## src/rtl/owire_pad_pkg.sv

```systemverilog
// Shared op codes, FSM encoding and default bus timing for the single-wire pad master.
package owire_pad_pkg;

  typedef enum logic [1:0] {
    OP_RESET = 2'b00,
    OP_WRITE = 2'b01,
    OP_READ  = 2'b10,
    OP_NOP   = 2'b11
  } op_t;

  typedef enum logic [1:0] {
    ST_IDLE = 2'b00,
    ST_SLOT = 2'b01,
    ST_DONE = 2'b10
  } state_t;

  localparam int DEF_CLKS_PER_US = 50;
  localparam int DEF_RST_LOW_US  = 480;
  localparam int DEF_RST_SMP_US  = 550;
  localparam int DEF_RST_TOT_US  = 960;
  localparam int DEF_SLOT_US     = 70;
  localparam int DEF_WR1_LOW_US  = 6;
  localparam int DEF_WR0_LOW_US  = 60;
  localparam int DEF_RD_LOW_US   = 6;
  localparam int DEF_RD_SMP_US   = 14;

endpackage

```

## src/rtl/owire_sync2.sv

```systemverilog
// Two-flop synchronizer for an asynchronous single-bit input, with selectable reset value.
module owire_sync2 #(
  parameter logic RST_VAL = 1'b1
) (
  input  logic clk,
  input  logic rst_n,
  input  logic d,
  output logic q
);

  logic meta;

  always_ff @(posedge clk) begin
    if (!rst_n) begin
      meta <= RST_VAL;
      q    <= RST_VAL;
    end else begin
      meta <= d;
      q    <= meta;
    end
  end

endmodule

```

## src/rtl/owire_pad_master.sv

```systemverilog
// Single-wire bus master: runs one timed reset/write/read slot per accepted command
// and drives the pad buffer open-drain (data tied low, tristate enable toggled).
module owire_pad_master
  import owire_pad_pkg::*;
#(
  parameter int CLKS_PER_US = DEF_CLKS_PER_US,
  parameter int RST_LOW_US  = DEF_RST_LOW_US,
  parameter int RST_SMP_US  = DEF_RST_SMP_US,
  parameter int RST_TOT_US  = DEF_RST_TOT_US,
  parameter int SLOT_US     = DEF_SLOT_US,
  parameter int WR1_LOW_US  = DEF_WR1_LOW_US,
  parameter int WR0_LOW_US  = DEF_WR0_LOW_US,
  parameter int RD_LOW_US   = DEF_RD_LOW_US,
  parameter int RD_SMP_US   = DEF_RD_SMP_US
) (
  input  logic       CLK,
  input  logic       RST_N,
  input  logic       cmd_valid,
  output logic       cmd_ready,
  input  logic [1:0] cmd_op,
  input  logic       cmd_bit,
  output logic       rsp_valid,
  output logic       rsp_bit,
  output logic       busy,
  output logic       PAD_I,
  output logic       PAD_T,
  input  logic       PAD_O
);

  localparam int US_W = $clog2(RST_TOT_US + 1);
  localparam int PS_W = $clog2(CLKS_PER_US);

  typedef logic [US_W-1:0] us_t;
  typedef logic [PS_W-1:0] ps_t;

  localparam us_t RST_LOW = us_t'(RST_LOW_US);
  localparam us_t RST_SMP = us_t'(RST_SMP_US);
  localparam us_t RST_TOT = us_t'(RST_TOT_US);
  localparam us_t SLOT    = us_t'(SLOT_US);
  localparam us_t WR1_LOW = us_t'(WR1_LOW_US);
  localparam us_t WR0_LOW = us_t'(WR0_LOW_US);
  localparam us_t RD_LOW  = us_t'(RD_LOW_US);
  localparam us_t RD_SMP  = us_t'(RD_SMP_US);
  localparam ps_t PS_LAST = ps_t'(CLKS_PER_US - 1);

  if (CLKS_PER_US < 2) begin : g_bad_clks
    $error("owire_pad_master: CLKS_PER_US must be at least 2");
  end
  if (!(RST_LOW_US < RST_SMP_US && RST_SMP_US < RST_TOT_US)) begin : g_bad_rst
    $error("owire_pad_master: reset timing needs low < sample < total");
  end
  if (!(RD_LOW_US < RD_SMP_US && RD_SMP_US < SLOT_US)) begin : g_bad_rd
    $error("owire_pad_master: read timing needs low < sample < slot");
  end
  if (!(WR0_LOW_US < SLOT_US) || !(SLOT_US <= RST_TOT_US)) begin : g_bad_wr
    $error("owire_pad_master: write-0 low time must fit inside the slot");
  end

  state_t state;
  op_t    op_q;
  logic   bit_q;
  ps_t    presc;
  us_t    us_cnt;
  logic   smp_bit;
  logic   pad_sync;

  us_t    low_len;
  us_t    smp_pt;
  us_t    tot_len;
  logic   do_smp;
  logic   presc_wrap;
  us_t    us_nxt;

  owire_sync2 #(.RST_VAL(1'b1)) u_sync (
    .clk   (CLK),
    .rst_n (RST_N),
    .d     (PAD_O),
    .q     (pad_sync)
  );

  always_comb begin
    low_len = '0;
    smp_pt  = '0;
    tot_len = SLOT;
    do_smp  = 1'b0;
    case (op_q)
      OP_RESET: begin
        low_len = RST_LOW;
        smp_pt  = RST_SMP;
        tot_len = RST_TOT;
        do_smp  = 1'b1;
      end
      OP_WRITE: low_len = bit_q ? WR1_LOW : WR0_LOW;
      OP_READ: begin
        low_len = RD_LOW;
        smp_pt  = RD_SMP;
        do_smp  = 1'b1;
      end
      default: ;
    endcase
    presc_wrap = (presc == PS_LAST);
    us_nxt     = presc_wrap ? us_cnt + 1'b1 : us_cnt;
  end

  always_ff @(posedge CLK) begin
    if (!RST_N) begin
      state     <= ST_IDLE;
      op_q      <= OP_NOP;
      bit_q     <= 1'b0;
      presc     <= '0;
      us_cnt    <= '0;
      smp_bit   <= 1'b0;
      PAD_T     <= 1'b1;
      cmd_ready <= 1'b1;
      rsp_valid <= 1'b0;
      rsp_bit   <= 1'b0;
    end else begin
      case (state)
        ST_IDLE: begin
          if (cmd_valid) begin
            op_q      <= op_t'(cmd_op);
            bit_q     <= cmd_bit;
            presc     <= '0;
            us_cnt    <= '0;
            smp_bit   <= 1'b0;
            cmd_ready <= 1'b0;
            if (op_t'(cmd_op) == OP_NOP) begin
              state     <= ST_DONE;
              rsp_valid <= 1'b1;
              rsp_bit   <= 1'b0;
            end else begin
              state <= ST_SLOT;
              PAD_T <= 1'b0;
            end
          end
        end
        ST_SLOT: begin
          if (presc_wrap) begin
            presc  <= '0;
            us_cnt <= us_cnt + 1'b1;
          end else begin
            presc <= presc + 1'b1;
          end
          // Presence is an active-low answer, so the reset slot stores the inverted line.
          if (do_smp && us_cnt == smp_pt && presc == '0)
            smp_bit <= (op_q == OP_RESET) ? ~pad_sync : pad_sync;
          if (presc_wrap && us_cnt == tot_len - 1'b1) begin
            state     <= ST_DONE;
            PAD_T     <= 1'b1;
            rsp_valid <= 1'b1;
            rsp_bit   <= smp_bit;
          end else begin
            // Registered enable: decide from the counter value of the coming cycle.
            PAD_T <= !(us_nxt < low_len);
          end
        end
        ST_DONE: begin
          state     <= ST_IDLE;
          rsp_valid <= 1'b0;
          rsp_bit   <= 1'b0;
          cmd_ready <= 1'b1;
        end
        default: begin
          state     <= ST_IDLE;
          PAD_T     <= 1'b1;
          cmd_ready <= 1'b1;
          rsp_valid <= 1'b0;
          rsp_bit   <= 1'b0;
        end
      endcase
    end
  end

  assign busy  = ~cmd_ready;
  assign PAD_I = 1'b0;

endmodule

```

## config.mk

```make
export PLATFORM = sky130hd
export DESIGN_NAME = owire_pad_master
export DESIGN_NICKNAME = d
export VERILOG_FILES = /design/src/rtl/owire_pad_pkg.sv /design/src/rtl/owire_sync2.sv /design/src/rtl/owire_pad_master.sv
export SDC_FILE = /design/constraint.sdc
export NUM_CORES = 1
export LEC_CHECK = 0
export BUFFER_PORTS_ARGS = -buffer_cell sky130_fd_sc_hd__buf_2
export CAP_MARGIN = 20
export CORE_MARGIN = 1
export CORE_UTILIZATION = 50
export CTS_BUF_LIST = sky130_fd_sc_hd__clkbuf_8 sky130_fd_sc_hd__clkbuf_16
export CTS_CLUSTER_DIAMETER = 40
export DETAILED_ROUTE_END_ITERATION = 10
export PLACE_DENSITY = 0.68
export SLEW_MARGIN = 20
export SYNTH_ARGS = -nofsm -noshare
export SYNTH_HDL_FRONTEND = slang
export SYNTH_HIERARCHICAL = 1
export SYNTH_SLANG_ARGS = --single-unit
export TNS_END_PERCENT = 100
```

## constraint.sdc

```tcl
create_clock -name CLK -period 3.3 [get_ports CLK]
set_input_delay 0 -clock CLK [delete_from_list [all_inputs] [get_ports CLK]]
set_output_delay 0 -clock CLK [all_outputs]
set_load 0.01 [all_outputs]
```

==> impl_metrics.ini, run 1 <==
[timing]
setup_violations = 0
tns_ps = 0
tightest_slew_ps = 697.9
finalHoldViolations = 0
fin_crit_sh = 0.8246
finalCriticalPeriod_ps = 2721
grt_setup_unrepaired = no
hold_ws_ps = 89.75
slew_violations = 0
finalClockSkew_ps = 4.629
slew_headroom = 0.5338
fmax_ghz = 0.3675

[worst_setup_path]
critPathKind = register to register
slowest_delay_ps = 420
crit_chain = ha_1 -> and3_1 -> nand3_1 -> nor3_2 -> nand3_1 -> xnor2_1 -> ha_1 -> a2111oi_0 -> and3_1 -> a31oi_1
required_ps = 3460
cp-start-kind = register
critical_path_arrival_ps = 2880
cp-end-kind = register
critical_path_buf_inv_count = 0
cp_top_family = simple AND/OR/NAND/NOR gates
cp_slowest_cell = dfxtp_1
crit_fanout = 8

[floorplanning]
core_sq_um = 3468
core.rowCount = 21
io_pins = 13
dieArea_sq_um = 3997
start_util = 0.5404
die_h_um = 63.23
die_w_um = 63.23

[cts]
cts_buffer_depth = 2
worstSkewPairLatency_ps = 280
cts_tree = yes
htree_levels = 1
cts_inserted_buffers = 3
clockRootBuffer = clkbuf_8
clock_sinks = 28
clkTransAtPathRegs_ps = 100

[layout]
num_antenna_cells = 0
nets = 260
layout-drive-gt1-share = 0.1017
finalNonFillerCells = 282
fill_cells = 343
syn_to_final_growth_pct = 8.278

[place]
hpwl_um = 2980
dp_cells = 274
gp_congestion = 0.8950
portBuffers = 11

[yosys]
synth-async-reset-ratio = 0
yosys_warnings = 6
syn_area_sq_um = 1874
ys_types = 53
synth_cells = 231
synth_seq_cells = 28
synth_nets = 254
seq_area_frac_synth = 0.2991
synth-edff-count = 0
synth_top_flop_cell = dfxtp_1
syn_avg_cell_area_sq_um = 8.114

[global_route]
grt_pass1_vias = 1543
overflow = 0
gr-usage-all-layers = 0.2307
antenna_found_initial = 0
grt_pass1_wl_um = 7314
grt_max_degree = 28

[pwr]
comb_power_share = 0.146
swShare = 0.2527
pwr-share-seq = 0.484
p_leak_uw = 0.0008151
p_sw_uw = 188.7
peakVddDrop_mv = 0.1758
power_density_nw_per_um2 = 367.9
internal_power_uw = 558.0
p_clk_frac = 0.370

[drt]
wl_per_cell_um = 14.67
ant_nets = 0
dr.first_iter.drc_count = 89
wirelength_um = 4136
drt_pass1_iterations = 4
via_count = 1640
drt-vias-per-instance = 5.816
drc = 0

[flow_run]
maxCapViolCount = 0

[hold_path]
hold_class = primary input to register

[status]
outcome = finished clean
## power by group through the flow
stage / clock, uW / combinational [uW] / sequential (uW)
after floorplan: 0 / 76.6 / 367
after global placement: 0 / 105 / 368
after detailed placement: 0 / 105 / 369
after CTS: 284 / 109 / 361
after global routing: 294 / 124 / 364
final: 276 / 109 / 361
## worst min-delay path, cell delays in order
cell      delay [ps]
buf_2            130
nand4b_1         130
a21oi_1           70
## area by class of cell
class | instances | area [sq um] | share of cell area
clock buffers | 3 | 41.29 | 0.02035
clock inverters | 1 | 30.03 | 0.01480
inverters | 12 | 45.04 | 0.02219
multi-input cells | 176 | 1192 | 0.5875
flip-flops and latches | 28 | 560.5 | 0.2762
well taps | 46 | 57.56 | 0.02836
repair buffers | 16 | 102.6 | 0.05055
## final timing paths
kind	start	end	slack, ps	cells past startpoint
max reg2reg	presc[0]	PAD_T	580	10
min	cmd_valid	state[1]	90	3
max	presc[0]	PAD_T	580	10
min reg2reg	u_sync/meta	u_sync/q	420	1
## flip-flops by register name, summed over array words and instances, names as in the netlist
signal and count:
bit_q 1, presc 6, rsp_valid 1, op_q 2, state 2, PAD_T 1, u_sync/meta 1, us_cnt 10
rsp_bit 1, smp_bit 1, cmd_ready 1, u_sync/q 1
## repair_timing
action / CTS / global route
resized for setup: 0 / 0
buffers inserted: 0 / 0
hold buffers: 4 / 0
endpoints found under the hold margin: 4 / 0
## kinds of logic (layout without fill, tap and decap cells)
group                      count (synthesis)  count (layout)  synth area share
adders and majority gates                 16              16            0.1068
and+or+nand+nor                           92              92            0.2804
other                                      1               1          0.002001
xor gates and xnor gates                  10              10           0.04673
buffers and inverters                     27              32           0.06475
muxes                                      2               2           0.01068
AOI/OAI and AO/OA                         55              55            0.1896
DFF                                       28              28            0.2991
## cell usage after synthesis, drive strengths merged, types with 5 or more instances
cell type	count	area share
a21oi	12	0.032
a31oi	5	0.017
and3	5	0.019
clkbuf	11	0.023
dfxtp	28	0.30
ha	16	0.11
inv	12	0.024
nand2	22	0.044
nand3	12	0.035
nand4	6	0.020
nor2	8	0.016
nor2b	7	0.023
nor3	6	0.019
o21ai	15	0.040
xnor2	6	0.028
## cell usage in the layout (no fill, tap or decap), types with 5 or more instances in the layout
cell and instances:
ha_1 16, nand2_1 22, inv_1 12, nor3_1 5
nand4_1 6, a21oi_1 12, o21ai_0 14, nor2_1 8
xnor2_1 6, nor2b_1 7, buf_2 11, nand3_1 11
a31oi_1 5, dfxtp_1 28
## per-stage QoR
| stage | utilization | cell area (sq um) | power [uW] | worst slack, ps |
|---|---|---|---|---|
| 6_report | 0.5851 | 2029 | 746.7 | 578.8 |
| 5_1_grt | 0.5851 | 2029 | 782.1 | 234.2 |
| 4_1_cts | 0.5851 | 2029 | 754.1 | 584.3 |
| 3_5_place_dp | 0.5530 | 1918 | 474.1 | 605.2 |
| 3_3_place_gp | 0.5530 | 1918 | 473.8 | 685.6 |
| 2_1_floorplan | - | 1874 | 443.9 | 863.1 |
## layer usage
| metal | wire, um | global-route usage | part of all wire |
|---|---|---|---|
| met1 | 2118 | 0.3308 | 0.51 |
| met2 | 1789 | 0.3441 | 0.43 |
| met3 | 182 | 0.03261 | 0.044 |
| met4 | 46 | 0.09091 | 0.011 |
| met5 | 0 | 0 | 0 |
No activity file was read; power rests on OpenSTA's default activity.
==> inputs of run 2 (changes only) <==
--- a/config.mk
+++ b/config.mk
@@ -12,7 +12,7 @@
 export CTS_BUF_LIST = sky130_fd_sc_hd__clkbuf_8 sky130_fd_sc_hd__clkbuf_16
 export CTS_CLUSTER_DIAMETER = 40
 export DETAILED_ROUTE_END_ITERATION = 10
-export PLACE_DENSITY = 0.68
+export PLACE_DENSITY = 0.71
 export SLEW_MARGIN = 20
 export SYNTH_ARGS = -nofsm -noshare
 export SYNTH_HDL_FRONTEND = slang
==> constraint.sdc (replaced) <==
create_clock -name CLK -period 2.5 [get_ports CLK]
set_input_delay 0 -clock CLK [delete_from_list [all_inputs] [get_ports CLK]]
set_output_delay 0 -clock CLK [all_outputs]
set_load 0.01 [all_outputs]
==> run 2 against run 1 <==
Net effect: cell count increased by 5.3%; critical path depth down 2; highest routed layer unchanged; power is 35% higher; global-route usage grew 1.1 points; largest power group unchanged; utilization increased by 5.3 points; clock skew rose by 0.68 ps; first-iteration DRC count grew 18%; via count increased by 7.0%; setup slack worse by 500 ps; critical path type unchanged; fmax rose by 13%.
==> impl_metrics.ini, run 2 (synthesized netlist as in run 1, its figures left out) <==
[pwr]
p_leak_uw = 0.0009312
peakVddDrop_mv = 0.2522
power_density_nw_per_um2 = 456.1
finalPower_uw = 1009

[timing]
finalCriticalPeriod_ps = 2416
tightest_slew_ps = 683.9
slew_violations = 0
slew_headroom = 0.5424
fin_crit_sh = 0.9666
tns_ps = 0
finalHoldViolations = 0
setup_violations = 0
fmax_ghz = 0.4138
finalClockSkew_ps = 5.305
setup_ws_ps = 83.51

[place]
gp_congestion = 0.9827
post-place-ws_ps = 34.85
place_area_sq_um = 2023
portBuffers = 11
hpwl_um = 3332

[hold_path]
whs_endpoint = bit_q
hold_path_depth = 3
hold_class = primary input to register
min-delay-start = cmd_bit

[cts]
clkTransAtPathRegs_ps = 100
worstSkewPairLatency_ps = 280
htree_levels = 1
cts_inserted_buffers = 3
cts_buffer_depth = 2
clockRootBuffer = clkbuf_8
clock_sinks = 28
cts_tree = yes

[layout]
layout-drive-gt1-share = 0.2072
final_cell_mix = 26 x dfxtp_1, 22 x nand2_1, 18 x buf_4, 15 x ha_1, 13 x o21ai_0
final_common_cell = dfxtp_1
nets = 275
reg_top3 = us_cnt: 10 flops, presc: 6 flops
fin_area_sq_um = 2212
num_antenna_cells = 0
largest_register = us_cnt
largest_reg_flops = 10
syn_to_final_growth_pct = 18.02

[floorplanning]
core.rowCount = 21
io_pins = 13
die_h_um = 63.23
die_w_um = 63.23
core_sq_um = 3468
start_util = 0.5404
dieArea_sq_um = 3997

[worst_setup_path]
worstReg2RegStart = presc[3]
crit_chain = nand4bb_2 -> nor4_4 -> xor2_1 -> ha_1 -> a21o_1 -> a2111oi_4 -> and3_1 -> a31oi_1
cp_slowest_cell = dfxtp_1
cp-end-kind = register
regToRegEndpoint = PAD_T
required_ps = 2660
reg2reg_depth = 8
critPathKind = register to register
critical_path_arrival_ps = 2580
cp-start-kind = register
r2r_slack_ps = 80
crit_fanout = 8
slowest_delay_ps = 400

[drt]
drt-vias-per-instance = 5.909
wirelength_um = 4713
wl_per_cell_um = 15.87
drt_pass1_iterations = 4
drc = 0
ant_nets = 0
via_count = 1755
dr.first_iter.drc_count = 105

[global_route]
grt_max_degree = 27
grt_pass1_vias = 1568
antenna_found_initial = 0
gr-usage-all-layers = 0.2422
grt_pass1_wl_um = 7672
overflow = 0

[status]
outcome = finished clean

[flow_run]
maxCapViolCount = 0
run 2: cell count changes in the layout (fill, tap and decap cells not counted), moves of 2 or more:
cell and change:
dfxtp_2 +2, buf_4 +17, dlygate4sd3_1 -2, dfxtp_1 -2
run 2: repair_timing:
item / CTS / global route
hold buffers: 2 / 0
endpoints found under the hold margin: 2 / 0
endpoints found under the setup margin: 0 / 1
resized for setup: 0 / 17
setup buffers: 0 / 3
run 2: area by class of cell:
cell class              instances  area [sq um]
multi-input cells             176          1265
fillers                       317          1256
flip-flops and latches         28         563.0
repair buffers                 31         210.2
well taps                      46         57.56
inverters                      12         45.04
clock buffers                   3         41.29
clock inverters                 1         30.03
run 2: through the flow:
stage,utilization,cells,hold WS [ps]
4_1_cts,0.6097,294,3.390
2_1_floorplan,-,231,73.04
6_report,0.6378,297,11.05
3_3_place_gp,0.5833,288,185.4
5_1_grt,0.6378,297,3.312
3_5_place_dp,0.5833,288,189.7
run 2: report_power, final:
part	switching, uW	leakage (uW)	internal (uW)
Sequential	13.7	0.000229	462
Clock	156	0.0000357	215
Combinational	95.3	0.000667	67.5
run 2: worst max-delay path: cells and delay by family, from the launching register on:
| kind | cells | cell delay, ps |
|---|---|---|
| simple gates | 3 | 850 |
| compound gates | 3 | 610 |
| flops | 1 | 400 |
| fa+ha+maj | 1 | 260 |
| xor+xnor | 1 | 190 |
run 2: worst max-delay path by stage:
stage / startpoint / end / slack [ps] / depth (start not counted)
CTS: presc[1] / PAD_T / 9 / 11
global placement: presc[1] / PAD_T / 100 / 13
detailed placement: presc[1] / PAD_T / 30 / 11
global route: presc[1] / PAD_T / -10 / 12
finish: presc[3] / PAD_T / 80 / 8
floorplan: presc[0] / PAD_T / 60 / 11
run 2: routing by layer:
layer / up-vias / wire (um) / track usage
li1: 860 / - / -
met1: 828 / 2384 / 0.3430
met2: 54 / 2013 / 0.3616
met3: 13 / 213 / 0.03080
met4: 0 / 102 / 0.1136
met5: - / 0 / 0
==> inputs of run 3 (changes only) <==
--- a/config.mk
+++ b/config.mk
@@ -5,6 +5,7 @@
 export SDC_FILE = /design/constraint.sdc
 export NUM_CORES = 1
 export LEC_CHECK = 0
+export ABC_AREA = 1
 export BUFFER_PORTS_ARGS = -buffer_cell sky130_fd_sc_hd__buf_2
 export CAP_MARGIN = 20
 export CORE_MARGIN = 1
@@ -12,7 +13,7 @@
 export CTS_BUF_LIST = sky130_fd_sc_hd__clkbuf_8 sky130_fd_sc_hd__clkbuf_16
 export CTS_CLUSTER_DIAMETER = 40
 export DETAILED_ROUTE_END_ITERATION = 10
-export PLACE_DENSITY = 0.71
+export PLACE_DENSITY = 0.68
 export SLEW_MARGIN = 20
 export SYNTH_ARGS = -nofsm -noshare
 export SYNTH_HDL_FRONTEND = slang
==> constraint.sdc (replaced) <==
create_clock -name CLK -period 2.25 [get_ports CLK]
set_input_delay 0 -clock CLK [delete_from_list [all_inputs] [get_ports CLK]]
set_output_delay 0 -clock CLK [all_outputs]
set_load 0.01 [all_outputs]
==> run 3 against run 2 <==
Net effect: design area down 1.3%; cell count up 16%; die area down 2.9%; sequential share of layout area up 0.34 points; non-clock buffer count up 3; setup slack worse by 53 ps; register-to-register slack worse by 50 ps; wire length down 13%; power up 20%; critical path depth up 13; critical endpoint unchanged.
==> impl_metrics.ini, run 3 <==
[status]
outcome = finished clean

[place]
hpwl_um = 2999
gp_congestion = 0.8668
place_area_sq_um = 1997
portBuffers = 11

[floorplanning]
core_sq_um = 3416
dieArea_sq_um = 3881
die_h_um = 62.30
start_util = 0.5322
io_pins = 13
core.rowCount = 21
die_w_um = 62.30

[layout]
final_common_cell = nand2_1
fin_area_sq_um = 2183
syn_to_final_growth_pct = 20.10
num_antenna_cells = 0
reg_top3 = us_cnt: 10 flops, presc: 6 flops
largest_register = us_cnt
layout-drive-gt1-share = 0.1973
nets = 323
largest_reg_flops = 10
final_cell_mix = 81 x nand2_1, 30 x inv_1, 26 x dfxtp_1, 18 x nor2_1, 18 x a21oi_1

[yosys]
synth_seq_cells = 28
seq_area_frac_synth = 0.3083
synth.most_common_cell = nand2_1
synth_cells = 267
synth-async-reset-ratio = 0
synth_nets = 290
synth.top_cell.area_share = 0.3083
synth_commonest_cells = 82 x nand2_1, 32 x inv_1, 28 x dfxtp_1, 18 x a21oi_1, 18 x nor2_1
synth-edff-count = 0
synthTopCellsByArea = dfxtp_1 31%, nand2_1 17%, ha_1 11%
yosysTopAreaCell = dfxtp_1
synth_top_flop_cell = dfxtp_1
syn_avg_cell_area_sq_um = 6.809
ys_types = 35
yosys_warnings = 6
syn_area_sq_um = 1818

[cts]
clockRootBuffer = clkbuf_8
cts_buffer_depth = 2
worstSkewPairLatency_ps = 280
cts_inserted_buffers = 3
htree_levels = 1
clock_sinks = 28
clkTransAtPathRegs_ps = 110
cts_tree = yes

[timing]
fmax_ghz = 0.4505
finalHoldViolations = 0
fin_crit_sh = 0.9866
slew_violations = 0
finalClockSkew_ps = 9.580
slew_headroom = 0.6132
hold_ws_ps = 125.2
grt_setup_unrepaired = yes
finalCriticalPeriod_ps = 2220
setup_violations = 0
tightest_slew_ps = 576.6

[global_route]
grt_pass1_wl_um = 7472
antenna_found_initial = 0
overflow = 0
gr-usage-all-layers = 0.2377
grt_max_degree = 19
grt_pass1_vias = 1745

[worst_setup_path]
slowest_delay_ps = 340
cp-start-kind = register
crit_fanout = 4
cp-end-kind = register
critPathKind = register to register
cp_top_family = simple AND/OR/NAND/NOR gates
required_ps = 2430
critical_path_arrival_ps = 2400
cp_slowest_cell = dfxtp_2
crit_chain = inv_2 -> ha_4 -> inv_2 -> nor2_4 -> nand2_4 -> inv_2 -> nand2_2 -> nor2_2 -> nand2_2 -> xor2_2 -> ha_1 -> nand2_1 -> nor2_1 -> nor3_1 -> nand2_1 -> nand2_1 -> nand2_1 -> nand2_1 -> nand2_1 -> nand2_1 -> nand2_1
critical_path_buf_inv_count = 3
cpMostUsedCell = nand2_1

[hold_path]
hold_class = primary input to register

[drt]
drt-vias-per-instance = 4.971
drt_pass1_iterations = 4
wl_per_cell_um = 11.82
ant_nets = 0
wirelength_um = 4078
drc = 0
via_count = 1715
dr.first_iter.drc_count = 110

[pwr]
power_density_nw_per_um2 = 555.9
p_leak_uw = 0.0009985
peakVddDrop_mv = 0.3661

[flow_run]
maxCapViolCount = 0
==> run 3: area by class of cell <==
class                   instances  area (sq um)
clock buffers                   3         41.29
clock inverters                 1         30.03
fillers                       320          1232
inverters                      35         131.4
multi-input cells             198          1117
flip-flops and latches         28         563.0
well taps                      46         57.56
repair buffers                 34         242.7
==> run 3: worst paths after layout <==
| kind | from | to | slack (ps) | cells past startpoint |
|---|---|---|---|---|
| setup / recovery | presc[1] | PAD_T | 30 | 21 |
| hold / removal | cmd_valid | PAD_T | 130 | 4 |
| setup reg to reg | presc[1] | PAD_T | 30 | 21 |
| hold reg to reg | u_sync/meta | u_sync/q | 410 | 2 |
==> run 3: through the flow <==
stage | total power, uW | TNS (ps) | cells | util | setup WS, ps
2_1_floorplan | 729.6 | 0 | 267 | - | 82.97
3_3_place_gp | 802.1 | 0 | 331 | 0.5846 | 65.53
3_5_place_dp | 804.9 | -20.11 | 331 | 0.5846 | -20.11
4_1_cts | 1223 | -4.994 | 345 | 0.6363 | -4.994
5_1_grt | 1287 | -160.4 | 345 | 0.6392 | -160.4
6_report | 1214 | 0 | 345 | 0.6392 | 30.21
==> run 3: repair_timing <==
item,4_1_cts,5_1_grt
resized for setup,6,2
setup endpoints to repair,1,1
hold buffers,6,0
pin swaps,7,3
gates cloned,0,0
hold endpoints to repair,5,0
setup buffers,4,0
==> run 3: report_power, final <==
part           internal [uW]  total, uW  switching [uW]  leakage, uW
clock                    238        408             169    0.0000357
combinational            101        263             161     0.000733
sequential               524        543            19.6     0.000229
total                    863       1210             350     0.000999
==> run 3: kinds of logic (layout without fill, tap and decap cells) <==
logic type                 after synthesis  count (layout)  synth area share
DFF                                     28              28            0.3083
other                                    1               1          0.002063
buffers and inverters                   41              73           0.08947
adders and majority gates               16              16            0.1101
AOI/OAI and AO/OA                       38              38            0.1177
and+or+nand+nor                        135             135            0.3338
xor gates and xnor gates                 8               8           0.03854
==> run 3: metal layers <==
layer,vias to the layer above,GRT usage,part of all wire
met4,0,0.06105,0.0093
met2,27,0.4341,0.48
met3,4,0.03493,0.023
met5,-,0,0
met1,767,0.2886,0.49
li1,917,-,-
==> run 3: worst min-delay path, cell delays in order <==
cell     delay [ps]
buf_2           100
a31oi_1          90
a21oi_1         130
nand2_1          60
